File: src/rtl/gate_demo_sequencer_if.sv
// gate_demo_sequencer_if: board-side switch, button, gate datapath and LED signals of the sequencer.
interface gate_demo_sequencer_if;
    logic       I_P_SW_A;
    logic       I_P_SW_B;
    logic       I_P_BTN_MODE;
    logic       I_P_BTN_STEP;
    logic [1:0] I_P_GATE_SEL;
    logic       I_P_GATE_Y;
    logic       O_P_GATE_A;
    logic       O_P_GATE_B;
    logic       O_P_LED_A;
    logic       O_P_LED_B;
    logic       O_P_LED_GATE;
    logic [1:0] O_P_LED_MODE;
    logic       O_P_LED_ERR;
    modport master (
        output I_P_SW_A, I_P_SW_B, I_P_BTN_MODE, I_P_BTN_STEP, I_P_GATE_SEL, I_P_GATE_Y,
        input  O_P_GATE_A, O_P_GATE_B, O_P_LED_A, O_P_LED_B, O_P_LED_GATE, O_P_LED_MODE, O_P_LED_ERR
    );
    modport slave (
        input  I_P_SW_A, I_P_SW_B, I_P_BTN_MODE, I_P_BTN_STEP, I_P_GATE_SEL, I_P_GATE_Y,
        output O_P_GATE_A, O_P_GATE_B, O_P_LED_A, O_P_LED_B, O_P_LED_GATE, O_P_LED_MODE, O_P_LED_ERR
    );
endinterface

File: src/rtl/gate_demo_sequencer.sv
// gate_demo_sequencer: MANUAL/STEP/AUTO operand sequencer for a two-input gate datapath with LED mirror.
// Define GATE_SELF_CHECK_EN to compare the returned gate result against a golden truth table.
module gate_demo_sequencer #(
    parameter int DEBOUNCE_CYCLES = 1000000,
    parameter int STEP_CYCLES     = 100000000
) (
    input  logic                 I_P_CLK,
    input  logic                 I_P_RST,
    gate_demo_sequencer_if.slave io
);
    localparam logic [1:0] MANUAL = 2'b00;
    localparam logic [1:0] STEP   = 2'b01;
    localparam logic [1:0] AUTO   = 2'b10;
    localparam int DW = $clog2(DEBOUNCE_CYCLES + 1);
    localparam int PW = $clog2(STEP_CYCLES + 1);

    // bit map: [5:4] gate_sel, [3] btn_step, [2] btn_mode, [1] sw_a, [0] sw_b
    logic [5:0]          sync1_q, sync1_d, sync2_q, sync2_d;
    logic [1:0]          lvl_q, lvl_d, prev_q, prev_d;
    logic [1:0][DW-1:0]  cnt_q, cnt_d;
    logic [1:0]          mode_q, mode_d, row_q, row_d;
    logic [PW-1:0]       presc_q, presc_d;
    logic                gate_a_q, gate_a_d, gate_b_q, gate_b_d;
    logic [1:0]          btn_s, press;
    logic                mode_p, step_p, tc;

    assign btn_s  = sync2_q[3:2];
    assign press  = lvl_q & ~prev_q;
    assign mode_p = press[0];
    assign step_p = press[1];
    assign tc     = presc_q == PW'(STEP_CYCLES - 1);

    always_comb begin
        sync1_d = {io.I_P_GATE_SEL, io.I_P_BTN_STEP, io.I_P_BTN_MODE, io.I_P_SW_A, io.I_P_SW_B};
        sync2_d = sync1_q;
        prev_d  = lvl_q;
        lvl_d   = lvl_q;
        cnt_d   = '0;
        for (int i = 0; i < 2; i++) begin
            cnt_d[i] = (btn_s[i] != lvl_q[i]) ? cnt_q[i] + 1'b1 : '0;
            if (btn_s[i] != lvl_q[i] && cnt_q[i] == DW'(DEBOUNCE_CYCLES - 1)) begin
                lvl_d[i] = btn_s[i];
                cnt_d[i] = '0;
            end
        end
        // a mode pulse wins over a coincident step pulse or terminal count
        mode_d  = mode_p ? ((mode_q == MANUAL) ? STEP : (mode_q == STEP) ? AUTO : MANUAL)
                         : ((mode_q == 2'b11) ? MANUAL : mode_q);
        row_d   = mode_p ? (mode_q[1] ? row_q : 2'b00)
                         : row_q + {1'b0, (mode_q == STEP) ? step_p : ((mode_q == AUTO) & tc)};
        presc_d = (mode_p || mode_q != AUTO || tc) ? '0 : presc_q + 1'b1;
        {gate_a_d, gate_b_d} = (mode_q == MANUAL) ? sync2_q[1:0] : row_q;
    end

    always_ff @(posedge I_P_CLK or posedge I_P_RST) begin
        if (I_P_RST) begin
            sync1_q  <= '0;
            sync2_q  <= '0;
            lvl_q    <= '0;
            prev_q   <= '0;
            cnt_q    <= '0;
            mode_q   <= MANUAL;
            row_q    <= '0;
            presc_q  <= '0;
            gate_a_q <= 1'b0;
            gate_b_q <= 1'b0;
        end else begin
            sync1_q  <= sync1_d;
            sync2_q  <= sync2_d;
            lvl_q    <= lvl_d;
            prev_q   <= prev_d;
            cnt_q    <= cnt_d;
            mode_q   <= mode_d;
            row_q    <= row_d;
            presc_q  <= presc_d;
            gate_a_q <= gate_a_d;
            gate_b_q <= gate_b_d;
        end
    end

    assign io.O_P_GATE_A   = gate_a_q;
    assign io.O_P_GATE_B   = gate_b_q;
    assign io.O_P_LED_A    = gate_a_q;
    assign io.O_P_LED_B    = gate_b_q;
    assign io.O_P_LED_GATE = io.I_P_GATE_Y;
    assign io.O_P_LED_MODE = mode_q;

`ifdef GATE_SELF_CHECK_EN
    logic [3:0] hist_q, hist_d;
    logic       err_q, err_d, golden, settled;

    always_comb begin
        hist_d  = {sync2_q[5:4], gate_a_q, gate_b_q};
        settled = hist_d == hist_q;
        golden  = (sync2_q[5:4] == 2'b00) ? (gate_a_q & gate_b_q) :
                  (sync2_q[5:4] == 2'b01) ? (gate_a_q | gate_b_q) :
                  (sync2_q[5:4] == 2'b10) ? (gate_a_q ^ gate_b_q) : ~(gate_a_q & gate_b_q);
        err_d   = mode_p ? 1'b0 : err_q | (settled & (golden != io.I_P_GATE_Y));
    end

    always_ff @(posedge I_P_CLK or posedge I_P_RST) begin
        if (I_P_RST) begin
            hist_q <= '0;
            err_q  <= 1'b0;
        end else begin
            hist_q <= hist_d;
            err_q  <= err_d;
        end
    end

    assign io.O_P_LED_ERR = err_q;
`else
    logic unused_sel;
    assign unused_sel     = ^sync2_q[5:4];
    assign io.O_P_LED_ERR = 1'b0;
`endif
endmodule

File: src/flat_wrapper.sv
// flat-port wrapper written by rule: the top's interface ports become plain ports
module gate_demo_sequencer_flat 
#(
    parameter int DEBOUNCE_CYCLES = 1000000,
    parameter int STEP_CYCLES     = 100000000
)
  (I_P_CLK, I_P_RST, io_I_P_SW_A, io_I_P_SW_B, io_I_P_BTN_MODE, io_I_P_BTN_STEP, io_I_P_GATE_SEL, io_I_P_GATE_Y, io_O_P_GATE_A, io_O_P_GATE_B, io_O_P_LED_A, io_O_P_LED_B, io_O_P_LED_GATE, io_O_P_LED_MODE, io_O_P_LED_ERR);
  gate_demo_sequencer_if io_i ();
  input  logic I_P_CLK;
  input  logic I_P_RST;
  input wire logic [$bits(io_i.I_P_SW_A)-1:0] io_I_P_SW_A;
  input wire logic [$bits(io_i.I_P_SW_B)-1:0] io_I_P_SW_B;
  input wire logic [$bits(io_i.I_P_BTN_MODE)-1:0] io_I_P_BTN_MODE;
  input wire logic [$bits(io_i.I_P_BTN_STEP)-1:0] io_I_P_BTN_STEP;
  input wire logic [$bits(io_i.I_P_GATE_SEL)-1:0] io_I_P_GATE_SEL;
  input wire logic [$bits(io_i.I_P_GATE_Y)-1:0] io_I_P_GATE_Y;
  output wire logic [$bits(io_i.O_P_GATE_A)-1:0] io_O_P_GATE_A;
  output wire logic [$bits(io_i.O_P_GATE_B)-1:0] io_O_P_GATE_B;
  output wire logic [$bits(io_i.O_P_LED_A)-1:0] io_O_P_LED_A;
  output wire logic [$bits(io_i.O_P_LED_B)-1:0] io_O_P_LED_B;
  output wire logic [$bits(io_i.O_P_LED_GATE)-1:0] io_O_P_LED_GATE;
  output wire logic [$bits(io_i.O_P_LED_MODE)-1:0] io_O_P_LED_MODE;
  output wire logic [$bits(io_i.O_P_LED_ERR)-1:0] io_O_P_LED_ERR;
  assign io_i.I_P_SW_A = io_I_P_SW_A;
  assign io_i.I_P_SW_B = io_I_P_SW_B;
  assign io_i.I_P_BTN_MODE = io_I_P_BTN_MODE;
  assign io_i.I_P_BTN_STEP = io_I_P_BTN_STEP;
  assign io_i.I_P_GATE_SEL = io_I_P_GATE_SEL;
  assign io_i.I_P_GATE_Y = io_I_P_GATE_Y;
  assign io_O_P_GATE_A = io_i.O_P_GATE_A;
  assign io_O_P_GATE_B = io_i.O_P_GATE_B;
  assign io_O_P_LED_A = io_i.O_P_LED_A;
  assign io_O_P_LED_B = io_i.O_P_LED_B;
  assign io_O_P_LED_GATE = io_i.O_P_LED_GATE;
  assign io_O_P_LED_MODE = io_i.O_P_LED_MODE;
  assign io_O_P_LED_ERR = io_i.O_P_LED_ERR;
  gate_demo_sequencer #(.DEBOUNCE_CYCLES(DEBOUNCE_CYCLES), .STEP_CYCLES(STEP_CYCLES)) u_core (.I_P_CLK(I_P_CLK), .I_P_RST(I_P_RST), .io(io_i));
endmodule
File: config.mk
export PLATFORM = sky130hd
export DESIGN_NAME = gate_demo_sequencer_flat
export DESIGN_NICKNAME = d
export VERILOG_FILES = /design/src/rtl/gate_demo_sequencer_if.sv /design/src/rtl/gate_demo_sequencer.sv /design/src/flat_wrapper.sv
export SDC_FILE = /design/constraint.sdc
export NUM_CORES = 1
export LEC_CHECK = 0
export ABC_AREA = 1
export CORE_MARGIN = 5
export CORE_UTILIZATION = 45
export CTS_CLUSTER_SIZE = 14
export DETAILED_ROUTE_END_ITERATION = 10
export PLACE_DENSITY_LB_ADDON = 0.08
export SYNTH_ARGS = -nofsm -noshare
export SYNTH_HDL_FRONTEND = slang
export SYNTH_SLANG_ARGS = --single-unit
File: constraint.sdc
create_clock -name I_P_CLK -period 4.4 [get_ports I_P_CLK]
set_clock_uncertainty 0.2 [all_clocks]
set_input_delay 0.88 -clock I_P_CLK [delete_from_list [all_inputs] [get_ports I_P_CLK]]
set_output_delay 0.88 -clock I_P_CLK [all_outputs]
set_load 0.02 [all_outputs]
==> flow_summary.toml <==
[run_status]
status = "completed"

[final_layout]
finish.utilization_pct = 49.9
multiInputGateArea_sq_mm = 0.00220
instances_no_fill = 784
final_cell_mix = "158 x nand2_1, 152 x nor2_1, 85 x dfrtp_1"
drive_gt1_share_pct = 8.02
final_area_sq_mm = 0.00508
antenna_cells = 0
seq_area_sq_mm = 0.00213
fill_cells = 1031
fin_nets = 656
final_common_cell = "nand2_1"
areaGrowthSynthToFinish_pct = 9.22

[power]
switching_power_uw = 339
power.share.clock_pct = 40.1
switching_share_pct = 24.0
pwr-share-seq_pct = 56.4
intPower_mw = 1.07
vdd_drop_max_uv = 208
finalPower_mw = 1.41
leakage_nw = 2.12
p_comb_share_pct = 3.5
powerDensity_mw_per_mm2 = 277

[timing]
relSlewSlack_pct = 31.2
slew_violations = 0
worst_pin_slew_ns = 1.02
hold_viol = 0
setup-violations-final = 0
finalSetupTns_ns = 0
hold_ws_ns = 0.156
min_period_over_period_pct = 57.4
fmax_mhz = 396
rsz0062_at_grt = "no"
timing.final.ws_setup_ns = 1.88
finalCriticalPeriod_ns = 2.52

[grt]
grt_antenna_before_repair = 0
grt_pass1_wl_mm = 16.8
grt_max_degree = 32
overflow = 0
grtUsageTotal_pct = 16.6
grt_pass1_vias = 3577

[yosys]
netlist_area_sq_mm = 0.00465
yosys_warnings = 0
synth_edf_count = 0
synthArstFlopShare_pct = 100
synth_fp_nets = 639
yosysSeqAreaShare_pct = 45.7
yosysTopAreaCell = "dfrtp_1"
ys.flop_type = "dfrtp_1"
ys_ff_latch = 85
synthDominantCellAreaShare_pct = 45.7
synth_area_per_cell_sq_um = 7.44
syn_inst = 626
synth.area.top_cells = "dfrtp_1 46%, nand2_1 13%, nor2_1 12%"
yosysUniqueCellTypes = 31

[die]
die_y_um = 112
core_area_sq_mm = 0.0102
start_util_pct = 45.7
num_rows = 37
chipWidth_um = 112
dieArea_sq_mm = 0.0125
io_pins = 17

[worst_setup_path]
r2r-start = "u_core.presc_q[0]"
critical_path.max_fanout = 5
cp-end-kind = "output pin"
crit_family = "buffers and inverters"
critical_path_buf_inv_count = 1
rrSetupSlack_ns = 2.17
start_kind = "register"
crit_arrival_ns = 1.44
path_class = "register to output pin"
crit_required_ns = 3.32
cpPeakStageDelay_ns = 0.64
startpoint = "u_core.io.O_P_LED_MODE[1]"
crit_slowest_cell = "clkdlybuf4s50_1"
r2r_cells = 11
worstPathCellList = "clkdlybuf4s50_1"
reg2reg_to = "u_core.row_q[1]"

[clock_tree]
cts_max_level = 3
cts_tree = "built"
post-cts-setup-buffers = 0
cts_buffers = 9
cts_resized = 0
clockBufferDepth = 2
root_buffer = "clkbuf_8"
clock_latency_ns = 0.38
holdBufCountCts = 0
path_clk_slew_ns = 0.09
cts_sinks = 85

[place]
dp_slack_ns = 2.15
io_buffers = 11
place_area_sq_mm = 0.00489
globalplace.congestion = 0.919
hpwl_mm = 7.11
dp_cells = 768

[drt]
drc = 0
routed_wl_mm = 9.48
ant_nets = 0
via_per_inst = 4.79
avgRoutedWirePerCell_um = 12.1
drt_iter0_drc = 175
firstDrtPassIters = 4
via_count = 3758

[run]
max_cap_viol_count = 0

[hold_path]
min_to = "u_core.sync2_q[0]"
hold-path-cell-count = 0
hold_class = "register to register"
min_from = "u_core.sync1_q[0]"
==> cells in the mapped netlist, types with 4 or more instances <==
cell     instances
nor2_1         152
ha_1             4
dfrtp_1         85
buf_4            4
a21oi_1          8
nand3_1         53
nand4_1          8
inv_2            4
nand2_1        158
inv_1           64
xnor2_1         14
xor2_1          20
o21ai_0          6
nor2_2          18
==> registers in the layout, summed over array words and instances, names as in the netlist <==
name	flops
u_core.cnt_q	40
u_core.io.O_P_GATE_A	1
u_core.io.O_P_GATE_B	1
u_core.io.O_P_LED_MODE	2
u_core.lvl_q	2
u_core.presc_q	27
u_core.prev_q	2
u_core.row_q	2
u_core.sync1_q	4
u_core.sync2_q	4
==> per-layer routing <==
layer	GRT usage (%)	part of all wire (%)	vias to the layer above
li1	-	-	1961
met1	23.1	51	1736
met2	24.9	44	47
met3	3.75	3.2	14
met4	6.81	1.9	0
met5	0	0	-
==> worst max path at each step <==
stage / end / slack [ns] / cells after the start
after global placement: u_core.presc_q[8] / 2.17 / 3
after CTS: io_O_P_LED_MODE[1] / 1.83 / 1
after floorplan: u_core.cnt_q[0] / 1.13 / 1
after detailed placement: u_core.presc_q[13] / 2.15 / 3
final: io_O_P_LED_MODE[1] / 1.88 / 1
after global routing: io_O_P_LED_MODE[1] / 1.80 / 1
==> power groups by stage <==
stage / logic (mW) / clock network [mW] / registers (mW)
2_1_floorplan: 0.0333 / 0 / 0.811
3_3_place_gp: 0.0507 / 0 / 0.811
3_5_place_dp: 0.0514 / 0 / 0.811
4_1_cts: 0.0514 / 0.590 / 0.796
5_1_grt: 0.0578 / 0.624 / 0.797
6_report: 0.0491 / 0.566 / 0.795
==> kinds of logic (layout without fill, tap and decap cells) <==
logic type	count (synthesis)	after routing	share of synthesized area, %
simple gates	407	407	37.2
flops	85	85	45.7
buf+inv	76	98	7.02
xor+xnor	34	34	6.40
compound gates	19	19	2.53
fa+ha+maj	4	4	1.08
other cells	1	1	0.0806
==> final cells by class <==
class                      instances  area share (%)
clock inverter                     6            1.35
tap                              136            3.35
sequential                        85            41.8
timing repair buffer              14            2.61
clock buffer                      10            2.51
multi-input combinational        465            43.3
inverter                          68            5.05
(Power assumes the default switching activity.)
